File: src/rtl/traffic_pkg.sv
// -----------------------------------------------------------------------------
// traffic_pkg
// Shared types and helpers for the farm-road side of the traffic-light
// interface: the light-phase enumeration, a decoder from the four one-hot
// light bits to a phase, and the legal phase-successor function.
// -----------------------------------------------------------------------------
package traffic_pkg;

    localparam int DefaultQueueDepth     = 15;
    localparam int DefaultDepartInterval = 2;

    typedef enum logic [2:0] {
        PH_UNKNOWN,
        PH_HG,
        PH_HY,
        PH_FG,
        PH_FY
    } phase_t;

    // Decoded light vector: phase is only meaningful when oneHot is set.
    typedef struct packed {
        logic   oneHot;
        phase_t phase;
    } phaseDecode_t;

    function automatic phaseDecode_t decodePhase(
        input logic hg,
        input logic hy,
        input logic fg,
        input logic fy
    );
        phaseDecode_t d;
        d.oneHot = 1'b1;
        case ({hg, hy, fg, fy})
            4'b1000: d.phase = PH_HG;
            4'b0100: d.phase = PH_HY;
            4'b0010: d.phase = PH_FG;
            4'b0001: d.phase = PH_FY;
            default: begin
                d.oneHot = 1'b0;
                d.phase  = PH_UNKNOWN;
            end
        endcase
        return d;
    endfunction

    // The only phase a known phase may advance to (besides holding).
    function automatic phase_t legalSuccessor(input phase_t p);
        phase_t n;
        case (p)
            PH_HG:   n = PH_HY;
            PH_HY:   n = PH_FG;
            PH_FG:   n = PH_FY;
            PH_FY:   n = PH_HG;
            default: n = PH_UNKNOWN;
        endcase
        return n;
    endfunction

endpackage

File: src/rtl/traffic_phase_checker.sv
// -----------------------------------------------------------------------------
// traffic_phase_checker
// Watches the four light-phase bits and raises a sticky fault on any
// protocol violation: an illegal phase move, an all-dark vector once the
// phase is known, or more than one phase bit lit.
//
// Ports
//   clk                 system clock, rising edge
//   reset               synchronous, active-high
//   highW_G_farm_R_i    phase HG
//   highW_Y_farm_R_i    phase HY
//   highW_R_farm_G_i    phase FG
//   highW_R_farm_Y_i    phase FY
//   fault_o             sticky violation flag, cleared only by reset
// -----------------------------------------------------------------------------
module traffic_phase_checker
    import traffic_pkg::*;
(
    input  logic clk,
    input  logic reset,
    input  logic highW_G_farm_R_i,
    input  logic highW_Y_farm_R_i,
    input  logic highW_R_farm_G_i,
    input  logic highW_R_farm_Y_i,
    output logic fault_o
);

    phase_t       state;
    phaseDecode_t dec;
    logic         anyBit;

    assign dec    = decodePhase(highW_G_farm_R_i, highW_Y_farm_R_i,
                                highW_R_farm_G_i, highW_R_farm_Y_i);
    assign anyBit = |{highW_G_farm_R_i, highW_Y_farm_R_i,
                      highW_R_farm_G_i, highW_R_farm_Y_i};

    // NOTE: state and fault_o are registers, so every assignment here is
    // non-blocking; blocking ones would let later reads see this cycle's
    // update and race against other clocked blocks.
    always_ff @(posedge clk) begin
        if (reset) begin
            state   <= PH_UNKNOWN;
            fault_o <= 1'b0;
        end else if (state == PH_UNKNOWN) begin
            // Dark lights are tolerated until the first clean phase appears.
            if (dec.oneHot) begin
                state <= dec.phase;
            end else if (anyBit) begin
                fault_o <= 1'b1;
            end
        end else if (dec.oneHot) begin
            // Follow the lights even on a bad move so one glitch is not
            // reported as a cascade of further violations.
            state <= dec.phase;
            if (dec.phase != state && dec.phase != legalSuccessor(state)) begin
                fault_o <= 1'b1;
            end
        end else begin
            fault_o <= 1'b1;
        end
    end

endmodule

File: src/rtl/farm_road_traffic_sim.sv
// -----------------------------------------------------------------------------
// farm_road_traffic_sim
// Behavioural model of the farm road: a saturating vehicle queue fed by an
// arrival strobe and drained one vehicle every DEPART_INTERVAL cycles of
// farm-road green. The non-empty queue drives the controller's sensor, and
// a phase checker flags protocol violations on the light outputs.
// QUEUE_DEPTH and DEPART_INTERVAL must both be at least 1.
//
// Ports
//   clk                 system clock, rising edge
//   reset               synchronous, active-high
//   arrival_i           one vehicle arrives per cycle asserted
//   highW_*_farm_*_i    one-hot light phase from the controller
//   sensor_o            vehicle waiting (combinational from the count register)
//   queue_count_o       current queue occupancy
//   depart_o            one-cycle pulse per departing vehicle
//   drop_o              one-cycle pulse per arrival lost to a full queue
//   fault_o             sticky phase-protocol violation
// -----------------------------------------------------------------------------
module farm_road_traffic_sim
    import traffic_pkg::*;
#(
    parameter int QUEUE_DEPTH     = DefaultQueueDepth,
    parameter int DEPART_INTERVAL = DefaultDepartInterval
) (
    input  logic                             clk,
    input  logic                             reset,
    input  logic                             arrival_i,
    input  logic                             highW_G_farm_R_i,
    input  logic                             highW_Y_farm_R_i,
    input  logic                             highW_R_farm_G_i,
    input  logic                             highW_R_farm_Y_i,
    output logic                             sensor_o,
    output logic [$clog2(QUEUE_DEPTH+1)-1:0] queue_count_o,
    output logic                             depart_o,
    output logic                             drop_o,
    output logic                             fault_o
);

    localparam int CountW = $clog2(QUEUE_DEPTH + 1);
    localparam int DcntW  = (DEPART_INTERVAL > 1) ? $clog2(DEPART_INTERVAL) : 1;

    localparam logic [CountW-1:0] CountMax = CountW'(QUEUE_DEPTH);
    localparam logic [DcntW-1:0]  DcntLast = DcntW'(DEPART_INTERVAL - 1);

    logic [DcntW-1:0] dcnt;
    logic             queueEmpty;
    logic             departNow;

    assign queueEmpty = (queue_count_o == '0);
    assign sensor_o   = !queueEmpty;
    assign departNow  = highW_R_farm_G_i && !queueEmpty && (dcnt == DcntLast);

    always_ff @(posedge clk) begin
        if (reset) begin
            queue_count_o <= '0;
            dcnt          <= '0;
            depart_o      <= 1'b0;
            drop_o        <= 1'b0;
        end else begin
            depart_o <= departNow;
            drop_o   <= 1'b0;

            // Progress toward a departure is lost whenever green ends or
            // the queue runs dry, so each vehicle waits a full interval.
            if (!highW_R_farm_G_i || queueEmpty || departNow) begin
                dcnt <= '0;
            end else begin
                dcnt <= dcnt + DcntW'(1);
            end

            // A simultaneous arrival and departure leaves the count as-is,
            // which is why a full queue does not drop in that cycle.
            if (arrival_i && !departNow) begin
                if (queue_count_o < CountMax) begin
                    queue_count_o <= queue_count_o + CountW'(1);
                end else begin
                    drop_o <= 1'b1;
                end
            end else if (departNow && !arrival_i) begin
                queue_count_o <= queue_count_o - CountW'(1);
            end
        end
    end

    // The checker only observes the lights; departures above ignore its
    // verdict and keep following farm green even after a fault.
    traffic_phase_checker u_checker (
        .clk              (clk),
        .reset            (reset),
        .highW_G_farm_R_i (highW_G_farm_R_i),
        .highW_Y_farm_R_i (highW_Y_farm_R_i),
        .highW_R_farm_G_i (highW_R_farm_G_i),
        .highW_R_farm_Y_i (highW_R_farm_Y_i),
        .fault_o          (fault_o)
    );

endmodule
File: config.mk
export PLATFORM = sky130hd
export DESIGN_NAME = farm_road_traffic_sim
export DESIGN_NICKNAME = d
export VERILOG_FILES = /design/src/rtl/traffic_pkg.sv /design/src/rtl/traffic_phase_checker.sv /design/src/rtl/farm_road_traffic_sim.sv
export SDC_FILE = /design/constraint.sdc
export NUM_CORES = 1
export LEC_CHECK = 0
export ABC_AREA = 1
export CORE_MARGIN = 2
export CORE_UTILIZATION = 32
export DETAILED_ROUTE_END_ITERATION = 6
export GPL_TIMING_DRIVEN = 0
export PLACE_DENSITY_LB_ADDON = 0.08
export SETUP_SLACK_MARGIN = 0.02
export SLEW_MARGIN = 20
export SYNTH_ARGS = -nofsm -noshare
export SYNTH_HDL_FRONTEND = slang
export SYNTH_SLANG_ARGS = --single-unit
File: constraint.sdc
create_clock -name clk -period 2.2 [get_ports clk]
set_input_delay 0.22 -clock clk [delete_from_list [all_inputs] [get_ports clk]]
set_output_delay 0.22 -clock clk [all_outputs]
set_load 0.02 [all_outputs]
==> impl_metrics.tcl, run 1 <==
set metrics [dict create \
    launching_element_of_the_worst_setup_path "queue_count_o[0]" \
    globalRoute.totalOverflow 0 \
    die_area_mm2 0.002644 \
    grt_antenna_before_repair 0 \
    place.detailed.hpwl_um 1208 \
    result_of_the_run "completed" \
    gp_congestion 0.8797 \
    timing.final.ws_setup_ns 0.2620 \
    synth_cells 110 \
    number_of_global_route_vias_before_repair 621 \
    top_usage_layer_grt "met2" \
    swShare_pct 34.22 \
    timing.setup.critical_path_class "flop to flop" \
    cts_resized 0 \
    chip_width_um 51.42 \
    critPathRequiredTime_ns 2.36 \
    grt_usage_pct 12.93 \
    initial_utilization_pct 33.16 \
    number_of_endpoints_failing_setup_at_the_final_stage 0 \
    synth_flop_cell "sky130_fd_sc_hd__dfxtp_1" \
    detail_route.first_pass.iterations 4 \
    syn_avg_cell_area_um2 6.540 \
    final_max_slew_viol_count 0 \
    clock_root_buffer "sky130_fd_sc_hd__clkbuf_4" \
    synth_enable_flop_cells 0 \
    num-fill-cells 237 \
    final-seq-area_um2 220.2 \
    ant_nets 0 \
    postCtsSetupBuffers 0 \
    met2_usage_pct 19.44 \
    layout_worst_path_cycle_share_pct 88.09 \
    drcViolationCount 0 \
    crit_chain "nor2_1, nand2_2, nand3_2, nand2_1, ha_1, a21oi_1, nand4_1, a31oi_1, nor2_1" \
    power.share.combinational_pct 33.8 \
    cts-hold-fix-buffers 0 \
    maxCapViolations 0 \
    fin_worst_skew_ns 0.002565 \
    drt-initial-drc-count 20 \
    synth_seq_area_share_pct 30.61 \
    netSwitchingPower_w 0.0001934 \
    yosys.cell_types.count 22 \
    clk_latency_ns 0.26 \
    worst_setup_path_end_kind "flop" \
    reg2reg_to "queue_count_o[3]" \
    worst_setup_hold_path_clk_slew_ns 0.07 \
    worstMarginPinSlew_ns 0.2985 \
    hold_class "flop to flop" \
    cts_inserted_buffers 3 \
    dp_worst_setup_slack_ns 0.09793 \
    viasPerCell 4.782 \
    regToRegSetupSlack_ns 0.26 \
    coreArea_mm2 0.002170 \
    n_antenna_cell 0 \
    yosys_register_bits 11 \
    critPathSlowestCell "sky130_fd_sc_hd__dfxtp_1" \
    placed_area_um2 894.6 \
    dp_cells 152 \
    vdd_ir_drop_max_mv 0.3678 \
    timing.rr.start "queue_count_o[0]" \
    largest_net_degree_at_the_start_of_global_routing 8 \
    detail_route.wl_per_cell_um 9.923 \
    first_pass_grt_wire_length_um 2573 \
    hold_path_startpoint "dcnt" \
    end_point_of_the_critical_path "queue_count_o[3]" \
    synthesis.area_um2 719.4 \
    floorplan.rows 17 \
    fmax_mhz 516.0 \
    fp.dieH_um 51.42 \
    power.share.clock_pct 23.9 \
    final_hold_viol_count 0 \
    fin_nets 139 \
    io-pin-count 15 \
    p_int_w 0.0003717 \
    tritoncts "done" \
    critPathArrivalTime_ns 2.10 \
    share_seq_of_total_power_pct 42.3 \
    worstRegToRegCells 9 \
    cell_leakage_power_nw 0.4413 \
    cts_buffer_depth 2 \
    crit_path_start_kind "flop" \
    numClockSinks 11 \
    unrepaired_setup_endpoints_after_global_routing "false" \
    synth_async_sr_flop_share_pct 0 \
    timing.critical_path.mode_cell "sky130_fd_sc_hd__nor2_1" \
    drt_wl_total_um 1548 \
    slew_headroom_pct 80.04 \
    global_route.usage.met3_pct 4.678 \
    layout.cell_area.non_filler_um2 920.9 \
    io_buffer_count 14 \
    vias 746 \
    timing.critical_path.slowest_cell_delay_ns 0.47 \
    postSynthNetCount 120 \
    clock_tree.htree_level_count 1 \
    hold_ws_ns 0.4400 \
    met1_track_utilization_from_global_routing_pct 17.17 \
    area_growth_pct 28.00 \
    yosys_warnings 0 \
    area_occupied_by_multi_input_gates_um2 457.9 \
    layoutNonFillerInstCount 156 \
    proportion_of_layout_cells_with_a_drive_suffix_above_1_pct 10.94 \
    worstPathMaxFanout 7 \
    min_period_ns 1.938 \
    finalSetupTns_ns 0 \
    power_per_cell_area_mw_per_mm2 613.6 \
]
[Yosys cell counts, types with 2 or more instances]
master,count,share of area [%]
sky130_fd_sc_hd__nor2_1,19,9.9
sky130_fd_sc_hd__ha_1,2,3.5
sky130_fd_sc_hd__nor2_2,2,1.7
sky130_fd_sc_hd__a21oi_1,6,4.2
sky130_fd_sc_hd__inv_1,11,5.7
sky130_fd_sc_hd__nand4_1,3,2.6
sky130_fd_sc_hd__nand3_1,11,7.7
sky130_fd_sc_hd__nand2_2,4,3.5
sky130_fd_sc_hd__dfxtp_1,11,31
sky130_fd_sc_hd__nand2_1,28,15
sky130_fd_sc_hd__o21ai_0,2,1.4
[critical path: cells and delay by family, from the launching register on]
kind	cells	cell delay, ns
and+or+nand+nor	6	0.69
DFF	1	0.47
AOI/OAI and AO/OA	2	0.37
adders and majority gates	1	0.30
[power groups by stage]
stage	registers (W)	clock network (W)	logic [W]
2_1_floorplan	0.000254	0	0.000110
3_3_place_gp	0.000244	0	0.000189
3_5_place_dp	0.000243	0	0.000191
4_1_cts	0.000239	0.000139	0.000192
5_1_grt	0.000242	0.000159	0.000211
6_report	0.000239	0.000135	0.000191
[sequential cells by signal, summed over array words and instances, names as in the netlist]
register           cells
queue_count_o          4
u_checker.state        3
dcnt                   1
depart_o               1
drop_o                 1
u_checker.fault_o      1
[area by class of cell]
type / instances / area share, %
Timing Repair Buffer: 14 / 15.22
Clock buffer: 4 / 2.853
Sequential cell: 11 / 23.91
Inverter: 11 / 4.484
Multi-Input combinational cell: 88 / 49.73
Tap cell: 28 / 3.804
[worst min path at each step]
stage	to	slack, ns	cells past startpoint
floorplan	u_checker.fault_o	0.28	1
global placement	dcnt	0.42	1
detailed placement	dcnt	0.43	1
CTS	dcnt	0.44	1
global route	dcnt	0.46	1
finish	dcnt	0.44	1
[stage by stage]
step / total power, W / utilization [%]
finish: 0.0005651 / 42.45
floorplan: 0.0003640 / -
CTS: 0.0005700 / 42.45
global route: 0.0006125 / 42.45
detailed placement: 0.0004344 / 41.23
global placement: 0.0004329 / 41.23
[cells in the final DEF, fill, tap and decap left out]
| master | count |
|---|---|
| sky130_fd_sc_hd__xor2_1 | 1 |
| sky130_fd_sc_hd__nand3_2 | 1 |
| sky130_fd_sc_hd__fa_1 | 1 |
| sky130_fd_sc_hd__o21ai_0 | 2 |
| sky130_fd_sc_hd__ha_1 | 2 |
| sky130_fd_sc_hd__a31oi_1 | 1 |
| sky130_fd_sc_hd__or2_4 | 1 |
| sky130_fd_sc_hd__nand4_1 | 3 |
| sky130_fd_sc_hd__clkbuf_4 | 3 |
| sky130_fd_sc_hd__clkdlybuf4s50_1 | 14 |
| sky130_fd_sc_hd__nand2_1 | 28 |
| sky130_fd_sc_hd__clkbuf_1 | 1 |
| sky130_fd_sc_hd__xnor2_1 | 1 |
| sky130_fd_sc_hd__nand3_1 | 11 |
| sky130_fd_sc_hd__nor2_2 | 2 |
| sky130_fd_sc_hd__nor2_1 | 19 |
| sky130_fd_sc_hd__nand2_2 | 4 |
| sky130_fd_sc_hd__nor3_1 | 1 |
| sky130_fd_sc_hd__a211oi_2 | 1 |
| sky130_fd_sc_hd__a21oi_2 | 1 |
| sky130_fd_sc_hd__inv_1 | 11 |
| sky130_fd_sc_hd__a21oi_1 | 6 |
| sky130_fd_sc_hd__o21ai_1 | 1 |
| sky130_fd_sc_hd__dfxtp_1 | 11 |
| sky130_fd_sc_hd__nand2_4 | 1 |
[per-layer routing]
layer	share of wire, %	vias to the layer above
li1	-	397
met1	49	327
met2	44	22
met3	7.2	0
met4	0	0
met5	0	-
[cell families (layout without fill, tap and decap cells)]
kind of cell,after synthesis,in the layout,share of synthesized area (%)
XOR/XNOR,2,2,2.435
adder cells (fa/ha/maj),3,3,6.260
AND/OR/NAND/NOR,71,71,44.87
flip-flops,11,11,30.61
AO/OA/AOI/OAI,12,12,10.09
buffers and inverters,11,29,5.739
Power figures use the tool's default switching activity.
==> inputs of run 2 (changes only) <==
--- a/config.mk
+++ b/config.mk
@@ -9,7 +9,7 @@
 export CORE_MARGIN = 2
 export CORE_UTILIZATION = 32
 export DETAILED_ROUTE_END_ITERATION = 6
-export GPL_TIMING_DRIVEN = 0
+export DONT_BUFFER_PORTS = 1
 export PLACE_DENSITY_LB_ADDON = 0.08
 export SETUP_SLACK_MARGIN = 0.02
 export SLEW_MARGIN = 20
==> impl_metrics.tcl, run 2 (synthesis gave the netlist of run 1 again) <==
set metrics [dict create \
    first_pass_grt_wire_length_um 2780 \
    vdd_ir_drop_max_mv 0.4425 \
    registers_with_the_highest_flip_flop_counts "queue_count_o (4), u_checker.state (3)" \
    crit_path_start_kind "flop" \
    tritoncts "done" \
    grt_usage_pct 14.00 \
    io_buffer_count 0 \
    maxCapViolations 0 \
    coreArea_mm2 0.002170 \
    met2_usage_pct 19.02 \
    die_area_mm2 0.002644 \
    ant_nets 0 \
    clock_tree.htree_level_count 1 \
    initial_utilization_pct 33.16 \
    hold_class "primary input to flop" \
    clk_latency_ns 0.26 \
    n_antenna_cell 0 \
    viasPerCell 4.646 \
    timing.setup.critical_path_class "flop to flop" \
    detail_route.wl_per_cell_um 10.62 \
    cell_leakage_power_nw 0.4135 \
    final_max_slew_viol_count 0 \
    drt-initial-drc-count 14 \
    critPathArrivalTime_ns 2.01 \
    layoutNonFillerInstCount 147 \
    place.detailed.hpwl_um 1248 \
    gp_congestion 0.8234 \
    min_period_ns 1.860 \
    detail_route.first_pass.iterations 4 \
    chip_width_um 51.42 \
    max_flop_register "queue_count_o" \
    vias 683 \
    worst_setup_path_end_kind "flop" \
    slew_headroom_pct 84.55 \
    area_growth_pct 14.09 \
    fin_nets 130 \
    layout_worst_path_cycle_share_pct 84.55 \
    worstPathMaxFanout 5 \
    io-pin-count 15 \
    power_per_cell_area_mw_per_mm2 645.4 \
    number_of_global_route_vias_before_repair 629 \
    met1_track_utilization_from_global_routing_pct 19.96 \
    largest_net_degree_at_the_start_of_global_routing 8 \
    grt_antenna_before_repair 0 \
    drcViolationCount 0 \
    global_route.usage.met3_pct 5.848 \
    top_usage_layer_grt "met1" \
    flip_flop_count_of_the_largest_register_after_layout 4 \
    fmax_mhz 537.6 \
    final_common_cell "sky130_fd_sc_hd__nand2_1" \
    fin_worst_skew_ns 0.005999 \
    final_cell_mix "sky130_fd_sc_hd__nand2_1 (28), sky130_fd_sc_hd__nor2_1 (19), sky130_fd_sc_hd__inv_1 (11), sky130_fd_sc_hd__nand3_1 (11), sky130_fd_sc_hd__dfxtp_1 (11)" \
    finalSetupTns_ns 0 \
    drt_wl_total_um 1561 \
    cts_inserted_buffers 3 \
    proportion_of_layout_cells_with_a_drive_suffix_above_1_pct 15.13 \
    worst_setup_hold_path_clk_slew_ns 0.07 \
    clock_root_buffer "sky130_fd_sc_hd__clkbuf_4" \
    postCtsSetupBuffers 0 \
    globalRoute.totalOverflow 0 \
    unrepaired_setup_endpoints_after_global_routing "false" \
    dp_cells 142 \
    fp.dieH_um 51.42 \
    final_hold_viol_count 0 \
    critPathRequiredTime_ns 2.35 \
    cts_buffer_depth 2 \
    result_of_the_run "completed" \
    floorplan.rows 17 \
    number_of_endpoints_failing_setup_at_the_final_stage 0 \
    worstMarginPinSlew_ns 0.2315 \
    numClockSinks 11 \
]
run 2: per-layer routing:
metal / vias to the layer above / share of wire (%) / routed length [um]
met1: 291 / 53 / 830
met5: - / 0 / 0
met4: 0 / 0.64 / 10
li1: 374 / - / -
met2: 16 / 39 / 616
met3: 2 / 6.6 / 103
run 2: path summary, 6_finish.rpt:
kind                                       start            endpoint  slack, ns  cells past startpoint
worst max-delay path            queue_count_o[3]    queue_count_o[3]       0.34                      9
worst min-delay path                       reset  u_checker.state[0]       0.02                      1
worst max register to register  queue_count_o[3]    queue_count_o[3]       0.34                      9
worst min register to register              dcnt                dcnt       0.44                      1
run 2: per-stage QoR:
step                      hold slack [ns]  area [um2]  utilization [%]  worst slack, ns  power [W]
after floorplan                    0.2824       719.4                -           0.2623  0.0003640
after global placement             0.2843       784.5            36.16           0.3484  0.0004037
after detailed placement           0.2853       784.5            36.16           0.3433  0.0004033
after CTS                       0.0002595       810.8            37.37           0.3328  0.0005365
after global routing             0.004813       820.8            37.83           0.1156  0.0005776
final                             0.02305       820.8            37.83           0.3400  0.0005297
run 2: final cells by class:
cell class | count | area [um2]
timing repair buffer | 5 | 40.04
clock buffer | 4 | 26.28
fill | 262 | 1349
tap | 28 | 35.03
inverter | 11 | 41.29
sequential | 11 | 220.2
multi-input combinational | 88 | 457.9
run 2: power breakdown:
part           internal, W  total, W  switching (W)
combinational    0.0000626  0.000169       0.000106
sequential        0.000216  0.000232      0.0000156
clock            0.0000699  0.000129      0.0000591
run 2: repair_timing:
item | 4_1_cts | 5_1_grt
gates resized for setup | 0 | 0
hold buffers | 0 | 1
endpoints found under the hold margin | 0 | 2
run 2: worst max-delay path: stages (launching register included):
cell	delay (ns)
sky130_fd_sc_hd__dfxtp_1	0.32
sky130_fd_sc_hd__nor2_1	0.13
sky130_fd_sc_hd__nand2_2	0.14
sky130_fd_sc_hd__nand3_2	0.13
sky130_fd_sc_hd__nand2_1	0.15
sky130_fd_sc_hd__ha_1	0.35
sky130_fd_sc_hd__a21oi_1	0.18
sky130_fd_sc_hd__nand4_1	0.13
sky130_fd_sc_hd__a31oi_1	0.18
sky130_fd_sc_hd__nor2_1	0.05
==> inputs of run 3 (changes only) <==
==> constraint.sdc (replaced) <==
create_clock -name clk -period 1.7 [get_ports clk]
set_input_delay 0.17 -clock clk [delete_from_list [all_inputs] [get_ports clk]]
set_output_delay 0.17 -clock clk [all_outputs]
set_load 0.02 [all_outputs]
==> impl_metrics.tcl, run 3 (synthesis gave the netlist of run 1 again) <==
set metrics [dict create \
    final-seq-area_um2 232.7 \
    first_pass_grt_wire_length_um 2870 \
    n_antenna_cell 0 \
    critPathSlowestCell "sky130_fd_sc_hd__fa_1" \
    coreArea_mm2 0.002170 \
    grt_usage_pct 14.54 \
    unrepaired_setup_endpoints_after_global_routing "false" \
    max_flop_register "queue_count_o" \
    fp.dieH_um 51.42 \
    chip_width_um 51.42 \
    drt-initial-drc-count 13 \
    numClockSinks 11 \
    floorplan.rows 17 \
    flip_flop_count_of_the_largest_register_after_layout 4 \
    crit_family "adder cells" \
    crit_chain "nor2_1, nand2_2, nand3_2, nand2_4, fa_1, xnor2_1, a211oi_2" \
    largest_net_degree_at_the_start_of_global_routing 8 \
    detail_route.wl_per_cell_um 10.96 \
    cell_leakage_power_nw 0.4257 \
    fmax_mhz 657.5 \
    detail_route.first_pass.iterations 4 \
    total_power_w 0.0007238 \
    final_cell_mix "sky130_fd_sc_hd__nand2_1 (27), sky130_fd_sc_hd__nor2_1 (19), sky130_fd_sc_hd__inv_1 (11), sky130_fd_sc_hd__nand3_1 (11), sky130_fd_sc_hd__dfxtp_1 (7)" \
    area_occupied_by_multi_input_gates_um2 481.7 \
    io_buffer_count 0 \
    number_of_global_route_vias_before_repair 647 \
    fin_nets 132 \
    critPathArrivalTime_ns 1.70 \
    area_growth_pct 21.22 \
    timing.setup.critical_path_class "flop to flop" \
    cts_inserted_buffers 3 \
    num-fill-cells 251 \
    die_area_mm2 0.002644 \
    crit_path_start_kind "flop" \
    maxCapViolations 0 \
    final_common_cell "sky130_fd_sc_hd__nand2_1" \
    worstPathMaxFanout 5 \
    critPathRequiredTime_ns 1.88 \
    initial_utilization_pct 33.16 \
    drcViolationCount 0 \
    place.detailed.hpwl_um 1308 \
    postCtsSetupBuffers 0 \
    finalSetupTns_ns 0 \
    clk_latency_ns 0.26 \
    hold_class "primary input to flop" \
    tritoncts "done" \
    layout_worst_path_cycle_share_pct 89.47 \
    vdd_ir_drop_max_mv 0.3991 \
    hold_ws_ns 0.03731 \
    globalRoute.totalOverflow 0 \
    worstMarginPinSlew_ns 0.2754 \
    number_of_endpoints_failing_setup_at_the_final_stage 0 \
    drt_wl_total_um 1633 \
    result_of_the_run "completed" \
    worst_setup_hold_path_clk_slew_ns 0.07 \
    vias 718 \
    clock_tree.htree_level_count 1 \
    power_per_cell_area_mw_per_mm2 830.0 \
    timing.critical_path.slowest_cell_delay_ns 0.38 \
    fin_worst_skew_ns 0.004614 \
    min_period_ns 1.521 \
    proportion_of_layout_cells_with_a_drive_suffix_above_1_pct 22.31 \
    cts_buffer_depth 2 \
    grt_antenna_before_repair 0 \
    gp_congestion 0.8197 \
    io-pin-count 15 \
    viasPerCell 4.819 \
    registers_with_the_highest_flip_flop_counts "queue_count_o (4), u_checker.state (3)" \
    clock_root_buffer "sky130_fd_sc_hd__clkbuf_4" \
    slew_headroom_pct 81.58 \
    final_max_slew_viol_count 0 \
    final_hold_viol_count 0 \
    crit_buf_inv 0 \
    worst_setup_path_end_kind "flop" \
    ant_nets 0 \
]
## run 3: path summary, 6_finish.rpt
kind,cells past startpoint,to,slack [ns],startpoint
hold reg to reg,1,dcnt,0.45,dcnt
hold / removal,2,dcnt,0.04,highW_R_farm_G_i
setup reg to reg,7,queue_count_o[2],0.18,queue_count_o[2]
setup / recovery,7,queue_count_o[2],0.18,queue_count_o[2]
## run 3: routing by layer
layer	up-vias	routed length, um	GRT usage (%)
met4	0	12	5.263
met3	2	87	3.801
met1	318	819	19.21
li1	381	-	-
met2	17	714	22.65
met5	-	0	0
## run 3: where the power goes
group	switching [W]	leakage, nW	internal, W	total, W
clock	0.0000861	0.0150	0.0000907	0.000177
sequential	0.0000193	0.0926	0.000282	0.000302
combinational	0.000147	0.318	0.0000982	0.000245
## run 3: through the flow
step / utilization (%) / area, um2 / worst slack (ns) / instances
floorplan: - / 747.0 / 0.02143 / 110
global placement: 38.12 / 827.0 / 0.1642 / 144
detailed placement: 38.12 / 827.0 / 0.1320 / 144
CTS: 39.79 / 863.3 / 0.1253 / 149
global route: 40.20 / 872.1 / 0.03608 / 149
finish: 40.20 / 872.1 / 0.1790 / 149
## run 3: area by class of cell
class,count,share of cell area [%]
Sequential cell,11,26.69
Multi-Input combinational cell,88,55.24
Timing Repair Buffer,7,6.313
Inverter,11,4.735
Tap cell,28,4.017
Clock buffer,4,3.013
## run 3: repair_timing
action                                 CTS  global route
endpoints found under the hold margin    5             0
setup endpoints to repair                0             1
resized for setup                        0             2
hold buffers                             1             0
